## src/rtl/mips_pkg.sv

```systemverilog
// Shared constants for the multi-cycle MIPS-subset core: opcodes, R-type
// funct codes, the 3-bit ALU operation encoding and the FSM state codes.
// Ports: none (package).
package mips_pkg;

    localparam logic [5:0] OP_RTYPE = 6'h00;
    localparam logic [5:0] OP_ADDI  = 6'h08;
    localparam logic [5:0] OP_LW    = 6'h23;
    localparam logic [5:0] OP_SW    = 6'h2B;
    localparam logic [5:0] OP_BEQ   = 6'h04;
    localparam logic [5:0] OP_BNE   = 6'h05;
    localparam logic [5:0] OP_J     = 6'h02;

    localparam logic [5:0] FN_ADD = 6'h20;
    localparam logic [5:0] FN_SUB = 6'h22;
    localparam logic [5:0] FN_AND = 6'h24;
    localparam logic [5:0] FN_OR  = 6'h25;
    localparam logic [5:0] FN_SLT = 6'h2A;

    localparam logic [2:0] ALU_AND = 3'b000;
    localparam logic [2:0] ALU_OR  = 3'b001;
    localparam logic [2:0] ALU_ADD = 3'b010;
    localparam logic [2:0] ALU_SUB = 3'b110;
    localparam logic [2:0] ALU_SLT = 3'b111;

    typedef logic [3:0] state_t;

    localparam state_t S_IDLE   = 4'd0;
    localparam state_t S_FETCH  = 4'd1;
    localparam state_t S_DECODE = 4'd2;
    localparam state_t S_EXEC_R = 4'd3;
    localparam state_t S_EXEC_I = 4'd4;
    localparam state_t S_MEMADR = 4'd5;
    localparam state_t S_MEMRD  = 4'd6;
    localparam state_t S_MEMWR  = 4'd7;
    localparam state_t S_WB_ALU = 4'd8;
    localparam state_t S_WB_MEM = 4'd9;
    localparam state_t S_BRANCH = 4'd10;
    localparam state_t S_JUMP   = 4'd11;
    localparam state_t S_TRAP   = 4'd12;

    function automatic logic funct_legal(input logic [5:0] funct);
        return (funct == FN_ADD) || (funct == FN_SUB) || (funct == FN_AND) ||
               (funct == FN_OR)  || (funct == FN_SLT);
    endfunction

    function automatic logic [2:0] funct_to_aluop(input logic [5:0] funct);
        case (funct)
            FN_SUB:  return ALU_SUB;
            FN_AND:  return ALU_AND;
            FN_OR:   return ALU_OR;
            FN_SLT:  return ALU_SLT;
            default: return ALU_ADD;
        endcase
    endfunction

endpackage

```

## src/rtl/mips_mc_fsm.sv

```systemverilog
// Sequencer for the multi-cycle core: state register plus per-state control
// decode for the shared ALU, the unified memory port and the register file.
// Ports: clk/reset; opcode, funct from IR; mem_ready; alu_zero and alu_lo2
// from the ALU result; control strobes and selects out; retire, halted.
//
// state  | meaning
// IDLE   | one cycle after reset release
// FETCH  | read instruction at pc, wait for ready
// DECODE | latch A/B, branch target into ALUOut, dispatch
// EXEC_R | R-type ALU op
// EXEC_I | addi: A + signimm
// MEMADR | effective address, alignment check
// MEMRD  | load access, wait for ready
// MEMWR  | store access, retires on ready
// WB_ALU | write ALUOut to rd/rt, retire
// WB_MEM | write load data to rt, retire
// BRANCH | beq/bne resolve, retire
// JUMP   | j, retire
// TRAP   | halted until reset
module mips_mc_fsm #(
    parameter bit TRAP_ON_ILLEGAL = 1'b1
) (
    input  logic       clk,
    input  logic       reset,
    input  logic [5:0] opcode,
    input  logic [5:0] funct,
    input  logic       mem_ready,
    input  logic       alu_zero,
    input  logic [1:0] alu_lo2,
    output logic       mem_req,
    output logic       mem_we,
    output logic       iord,
    output logic       ir_we,
    output logic       ab_we,
    output logic       aluout_we,
    output logic       mdr_we,
    output logic       reg_we,
    output logic       reg_dst,
    output logic       mem_to_reg,
    output logic       pc_we,
    output logic [1:0] pc_src,
    output logic       alu_srca,
    output logic [1:0] alu_srcb,
    output logic [2:0] alu_op,
    output logic       retire,
    output logic       halted
);
    import mips_pkg::*;

    state_t state, state_nx;
    logic   op_legal;
    logic   taken;

    always_comb begin
        case (opcode)
            OP_RTYPE: op_legal = funct_legal(funct);
            OP_ADDI, OP_LW, OP_SW, OP_BEQ, OP_BNE, OP_J: op_legal = 1'b1;
            default:  op_legal = 1'b0;
        endcase
    end

    assign taken  = (opcode == OP_BEQ) ? alu_zero : !alu_zero;
    assign halted = (state == S_TRAP);

    always_ff @(posedge clk or posedge reset) begin
        if (reset) state <= S_IDLE;
        else       state <= state_nx;
    end

    always_comb begin
        state_nx   = state;
        mem_req    = 1'b0;
        mem_we     = 1'b0;
        iord       = 1'b0;
        ir_we      = 1'b0;
        ab_we      = 1'b0;
        aluout_we  = 1'b0;
        mdr_we     = 1'b0;
        reg_we     = 1'b0;
        reg_dst    = 1'b0;
        mem_to_reg = 1'b0;
        pc_we      = 1'b0;
        pc_src     = 2'd0;
        alu_srca   = 1'b0;
        alu_srcb   = 2'd0;
        alu_op     = ALU_ADD;
        retire     = 1'b0;
        case (state)
            S_IDLE: state_nx = S_FETCH;
            S_FETCH: begin
                mem_req = 1'b1;
                if (mem_ready) begin
                    ir_we    = 1'b1;
                    state_nx = S_DECODE;
                end
            end
            S_DECODE: begin
                // ALUOut gets the branch target here so BRANCH only needs A-B.
                ab_we     = 1'b1;
                aluout_we = 1'b1;
                alu_srca  = 1'b1;
                alu_srcb  = 2'd2;
                if (!op_legal) begin
                    if (TRAP_ON_ILLEGAL) begin
                        state_nx = S_TRAP;
                    end else begin
                        pc_we    = 1'b1;
                        retire   = 1'b1;
                        state_nx = S_FETCH;
                    end
                end else begin
                    case (opcode)
                        OP_RTYPE:      state_nx = S_EXEC_R;
                        OP_ADDI:       state_nx = S_EXEC_I;
                        OP_LW, OP_SW:  state_nx = S_MEMADR;
                        OP_BEQ, OP_BNE: state_nx = S_BRANCH;
                        default:       state_nx = S_JUMP;
                    endcase
                end
            end
            S_EXEC_R: begin
                alu_op    = funct_to_aluop(funct);
                aluout_we = 1'b1;
                state_nx  = S_WB_ALU;
            end
            S_EXEC_I: begin
                alu_srcb  = 2'd1;
                aluout_we = 1'b1;
                state_nx  = S_WB_ALU;
            end
            S_MEMADR: begin
                alu_srcb  = 2'd1;
                aluout_we = 1'b1;
                if (alu_lo2 != 2'b00)     state_nx = S_TRAP;
                else if (opcode == OP_LW) state_nx = S_MEMRD;
                else                      state_nx = S_MEMWR;
            end
            S_MEMRD: begin
                mem_req = 1'b1;
                iord    = 1'b1;
                if (mem_ready) begin
                    mdr_we   = 1'b1;
                    state_nx = S_WB_MEM;
                end
            end
            S_MEMWR: begin
                mem_req = 1'b1;
                mem_we  = 1'b1;
                iord    = 1'b1;
                if (mem_ready) begin
                    pc_we    = 1'b1;
                    retire   = 1'b1;
                    state_nx = S_FETCH;
                end
            end
            S_WB_ALU: begin
                reg_we   = 1'b1;
                reg_dst  = (opcode == OP_RTYPE);
                pc_we    = 1'b1;
                retire   = 1'b1;
                state_nx = S_FETCH;
            end
            S_WB_MEM: begin
                reg_we     = 1'b1;
                mem_to_reg = 1'b1;
                pc_we      = 1'b1;
                retire     = 1'b1;
                state_nx   = S_FETCH;
            end
            S_BRANCH: begin
                alu_op   = ALU_SUB;
                pc_src   = taken ? 2'd1 : 2'd0;
                pc_we    = 1'b1;
                retire   = 1'b1;
                state_nx = S_FETCH;
            end
            S_JUMP: begin
                pc_src   = 2'd2;
                pc_we    = 1'b1;
                retire   = 1'b1;
                state_nx = S_FETCH;
            end
            S_TRAP:  state_nx = S_TRAP;
            default: state_nx = S_IDLE;
        endcase
    end

endmodule

```

## src/rtl/mips_multicycle_core.sv

```systemverilog
// Multi-cycle MIPS-subset core: shared ALU, unified req/ready memory port,
// 32x32 register file, retire strobe and a combinational debug read port.
// Ports: clk, reset (async, active-high); mem_req/mem_we/mem_addr/mem_wdata
// out, mem_rdata/mem_ready in; pc, retire, halted status; dbg_ra in,
// dbg_rd out.
module mips_multicycle_core #(
    parameter logic [31:0] RESET_PC        = 32'h0000_0000,
    parameter int          ADDR_W          = 8,
    parameter bit          TRAP_ON_ILLEGAL = 1'b1
) (
    input  logic              clk,
    input  logic              reset,
    output logic              mem_req,
    output logic              mem_we,
    output logic [ADDR_W-1:0] mem_addr,
    output logic [31:0]       mem_wdata,
    input  logic [31:0]       mem_rdata,
    input  logic              mem_ready,
    output logic [31:0]       pc,
    output logic              retire,
    output logic              halted,
    input  logic [4:0]        dbg_ra,
    output logic [31:0]       dbg_rd
);
    import mips_pkg::*;

    localparam logic [ADDR_W-1:0] WORD_MASK = ~(ADDR_W'(3));

    logic [31:0] ir, a_q, b_q, aluout, mdr;
    logic [31:0] regs [32];
    logic [31:0] signimm, pc_plus4, pc_nx, alu_a, alu_b, alu_y, wr_data;
    logic [4:0]  wr_addr;
    logic [ADDR_W-1:0] addr_sel;

    logic       iord, ir_we, ab_we, aluout_we, mdr_we, reg_we, reg_dst, mem_to_reg;
    logic       pc_we, alu_srca;
    logic [1:0] pc_src, alu_srcb;
    logic [2:0] alu_op;

    mips_mc_fsm #(.TRAP_ON_ILLEGAL(TRAP_ON_ILLEGAL)) u_fsm (
        .clk        (clk),
        .reset      (reset),
        .opcode     (ir[31:26]),
        .funct      (ir[5:0]),
        .mem_ready  (mem_ready),
        .alu_zero   (alu_y == 32'd0),
        .alu_lo2    (alu_y[1:0]),
        .mem_req    (mem_req),
        .mem_we     (mem_we),
        .iord       (iord),
        .ir_we      (ir_we),
        .ab_we      (ab_we),
        .aluout_we  (aluout_we),
        .mdr_we     (mdr_we),
        .reg_we     (reg_we),
        .reg_dst    (reg_dst),
        .mem_to_reg (mem_to_reg),
        .pc_we      (pc_we),
        .pc_src     (pc_src),
        .alu_srca   (alu_srca),
        .alu_srcb   (alu_srcb),
        .alu_op     (alu_op),
        .retire     (retire),
        .halted     (halted)
    );

    assign signimm  = {{16{ir[15]}}, ir[15:0]};
    assign pc_plus4 = pc + 32'd4;
    assign alu_a    = alu_srca ? pc_plus4 : a_q;

    always_comb begin
        case (alu_srcb)
            2'd1:    alu_b = signimm;
            2'd2:    alu_b = {signimm[29:0], 2'b00};
            default: alu_b = b_q;
        endcase
    end

    always_comb begin
        case (alu_op)
            ALU_AND: alu_y = alu_a & alu_b;
            ALU_OR:  alu_y = alu_a | alu_b;
            ALU_SUB: alu_y = alu_a - alu_b;
            ALU_SLT: alu_y = {31'd0, $signed(alu_a) < $signed(alu_b)};
            default: alu_y = alu_a + alu_b;
        endcase
    end

    always_comb begin
        case (pc_src)
            2'd1:    pc_nx = aluout;
            2'd2:    pc_nx = {pc_plus4[31:28], ir[25:0], 2'b00};
            default: pc_nx = pc_plus4;
        endcase
    end

    assign wr_addr = reg_dst ? ir[15:11] : ir[20:16];
    assign wr_data = mem_to_reg ? mdr : aluout;

    // Data addresses reaching MEMRD/MEMWR are already aligned; masking keeps
    // the port word-aligned even for an odd RESET_PC.
    assign addr_sel  = iord ? aluout[ADDR_W-1:0] : pc[ADDR_W-1:0];
    assign mem_addr  = addr_sel & WORD_MASK;
    assign mem_wdata = b_q;

    assign dbg_rd = (dbg_ra == 5'd0) ? 32'd0 : regs[dbg_ra];

    always_ff @(posedge clk or posedge reset) begin
        if (reset) begin
            pc     <= RESET_PC;
            ir     <= 32'd0;
            a_q    <= 32'd0;
            b_q    <= 32'd0;
            aluout <= 32'd0;
            mdr    <= 32'd0;
            for (int i = 0; i < 32; i++) regs[i] <= 32'd0;
        end else begin
            if (ir_we)     ir     <= mem_rdata;
            if (ab_we) begin
                a_q <= regs[ir[25:21]];
                b_q <= regs[ir[20:16]];
            end
            if (aluout_we) aluout <= alu_y;
            if (mdr_we)    mdr    <= mem_rdata;
            if (pc_we)     pc     <= pc_nx;
            if (reg_we && wr_addr != 5'd0) regs[wr_addr] <= wr_data;
        end
    end

endmodule

```

## config.mk

```make
export PLATFORM = sky130hd
export DESIGN_NAME = mips_multicycle_core
export DESIGN_NICKNAME = d
export VERILOG_FILES = /design/src/rtl/mips_pkg.sv /design/src/rtl/mips_mc_fsm.sv /design/src/rtl/mips_multicycle_core.sv
export SDC_FILE = /design/constraint.sdc
export NUM_CORES = 2
export LEC_CHECK = 0
export CAP_MARGIN = 25
export CORE_AREA = 2 2 398 400
export CTS_CLUSTER_DIAMETER = 100
export DETAILED_ROUTE_END_ITERATION = 8
export DIE_AREA = 0 0 400 402
export GPL_TIMING_DRIVEN = 0
export PLACE_DENSITY = 0.64
export SETUP_SLACK_MARGIN = 0.05
export SLEW_MARGIN = 20
export SYNTH_ARGS = -nofsm -noshare
export SYNTH_HDL_FRONTEND = slang
export SYNTH_SLANG_ARGS = --single-unit
```

## constraint.sdc

```tcl
create_clock -name clk -period 80.8 [get_ports clk]
set_input_delay 16.16 -clock clk [delete_from_list [all_inputs] [get_ports clk]]
set_output_delay 16.16 -clock clk [all_outputs]
set_load 0.005 [all_outputs]
```

==> flow_summary.json <==
{
  "hold_violations": 0,
  "rsz0062_at_grt": "no",
  "cts_buffer_depth": 3,
  "layout_setup_ws_ns": 44.23,
  "drv_slew": 0,
  "clock_sinks": 1220,
  "globalplace.congestion": 1.035,
  "grt_overflow": 0,
  "syn_to_final_growth_pct": 13.97,
  "rows": 146,
  "dieHeight_um": 402,
  "critPathMaxFanout": 10,
  "cellPowerDensity_nw_per_um2": 43.92,
  "cts_resized": 0,
  "p_leak_nw": 35.05,
  "violations": "DRC",
  "synth_edf_count": 0,
  "io_pins": 148,
  "clk_latency_ns": 0.85,
  "dpl.hpwl_mm": 265.0,
  "cts_tree": "done",
  "crit_start": "dbg_ra[0]",
  "ys_seq_area_share_pct": 40.82,
  "cts_hold_buf": 0,
  "slew_headroom_pct": 10.05,
  "cts_root_buffer": "clkbuf_16",
  "dpl_cell_area_um2": 80190,
  "postSynth.asyncResetShare_pct": 100.0,
  "core_area_um2": 157100,
  "grt_pass1_vias": 64510,
  "endpoint": "dbg_rd[9]",
  "ff2ff_setup_slack_ns": 68.30,
  "avgSynthCellArea_um2": 11.45,
  "cp.arrival_ns": 20.41,
  "dp_slack_ns": 44.33,
  "cap_viol_max_count": 0,
  "tns_ns": 0,
  "drc": 1,
  "synthCells": 6533,
  "power_mw": 3.744,
  "clock.fmax_mhz": 27.34,
  "wl_mm": 357.9,
  "synth_cell_types": 82,
  "r2r_end": "pc[13]",
  "clk_pin_slew_worst_paths_ns": 0.06,
  "synth_area_leaders": "dfrtp_1, mux4_2, o21ai_0",
  "yosys_warnings": 0,
  "cp.required_ns": 64.64,
  "drt-pass1-iter-count": 9,
  "vias": 66250,
  "io_buffers": 142,
  "grt_first_pass_wirelength_mm": 492.5,
  "period_share_pct": 45.26,
  "final_common_cell": "dfrtp_1",
  "vdd_drop_max_mv": 0.02764,
  "worst_hold_slack_ns": 0.5047,
  "cts_made_buffers": 139,
  "reg2regPathDepth": 30,
  "crit-reg2reg-launch": "u_fsm.state[2]",
  "initial_core_util_pct": 47.61,
  "wl_per_cell_um": 39.23,
  "endpoint_kind": "primary output",
  "die_x_um": 400,
  "antenna_found_initial": 18,
  "final_cell_mix": "dfrtp_1, mux4_2, nand2_1, o21ai_0, nor2_1",
  "ant_nets": 0,
  "outcome": "complete, but fails checks",
  "finalClockSkew_ns": 0.03972,
  "nFillCells": 13660,
  "ys.flop_type": "dfrtp_1",
  "fin_nets": 7065,
  "stdcell_area_um2": 85240,
  "synth_top_area_share_pct": 40.82,
  "start_kind": "input port",
  "drive_gt1_share_pct": 22.50,
  "grt.total_usage_pct": 44.53,
  "hold_class": "reg -> reg",
  "fin_crit_ns": 36.57,
  "ys_ff_latch": 1220,
  "grt_max_degree": 108,
  "die_area_um2": 160800,
  "cts_setup_buffers": 0,
  "setup_viol": 0,
  "netlist_area_um2": 74790,
  "worstMarginPinSlew_ns": 1.349,
  "cts_max_level": 4,
  "synth_top_area_cell": "dfrtp_1",
  "crit_type": "in -> out",
  "drt_iter0_drc": 11040,
  "via_per_inst": 7.261
}
[critical path, stage by stage]
cell and delay, ns:
clkbuf_1 0.39, clkbuf_1 0.93, clkbuf_2 0.76, mux4_2 0.58, mux4_2 0.47, mux2i_1 0.30
nor2_1 0.26, clkdlybuf4s50_1 0.54
[layout make-up]
type	instances	area [µm²]	share of cell area [%]
multi-input combinational	4488	41160	48.28
sequential	1220	30530	35.82
clock buffer	208	4104	4.815
timing repair buffer	247	2899	3.401
buffer	676	2780	3.262
tap	2072	2592	3.041
inverter	150	570.5	0.6693
clock inverter	42	556.8	0.6532
antenna	21	52.55	0.06165
[Yosys cell counts (13+ instances only)]
cell type and count:
nand3_1 37, nor3b_1 18, mux4_2 960, a221oi_1 27, a31oi_1 20, xnor2_1 34
o21ai_0 698, inv_1 143, mux2i_1 161, ha_1 101, nand2_1 775, o31ai_1 16
o21ai_1 53, clkbuf_1 553, a22oi_1 29, nor2b_1 44, buf_1 101, o211ai_1 13
o221ai_1 13, a211oi_1 16, mux2_2 90, nor3_1 34, o22ai_1 16, a21oi_1 529
dfrtp_1 1220, o21a_1 26, a21o_1 27, buf_2 15, nor2_1 553, and3_1 19
[worst min path at each step]
stage,from,to,slack [ns],cells past startpoint
final,regs[1018],regs[1018],0.50,1
after CTS,regs[1018],regs[1018],0.50,1
after detailed placement,regs[994],regs[994],0.49,1
after floorplan,a_q[1],a_q[1],0.44,2
after global placement,regs[996],regs[996],0.47,1
after global routing,regs[1018],regs[1018],0.52,1
[flip-flops by register name, indices dropped and copies added, names as in the netlist]
register / flops
ir: 32
aluout: 32
regs: 1024
u_fsm.state: 4
pc: 32
mem_wdata: 32
a_q: 32
mdr: 32
[per-layer routing]
layer,share of wire (%),GRT usage (%),vias to the layer above
li1,-,-,25200
met1,32,51.48,33300
met2,43,63.36,6052
met3,16,22.62,1667
met4,8.9,31.68,32
met5,0.25,4.025,-
[logic make-up after synthesis]
group / count (synthesis) / share of synthesized area [%]
other: 1 / 0.005014
AOI/OAI and AO/OA: 1564 / 11.63
xor gates and xnor gates: 36 / 0.4216
muxes: 1211 / 32.42
buffers and inverters: 826 / 4.221
DFF: 1220 / 40.82
and+or+nand+nor: 1572 / 8.742
adders and majority gates: 103 / 1.743
[where the power goes]
part	total (mW)	internal, mW	switching (mW)
registers	1.06	0.825	0.237
logic	2.02	0.793	1.22
clock network	0.664	0.379	0.285
[through the flow]
stage / util, % / instances
3_3_place_gp: 50.17 / 8748
3_5_place_dp: 51.04 / 8823
4_1_cts: 54.01 / 9073
6_report: 54.26 / 9124
5_1_grt: 54.23 / 9106
2_1_floorplan: - / 6534
(Power assumes the default switching activity.)
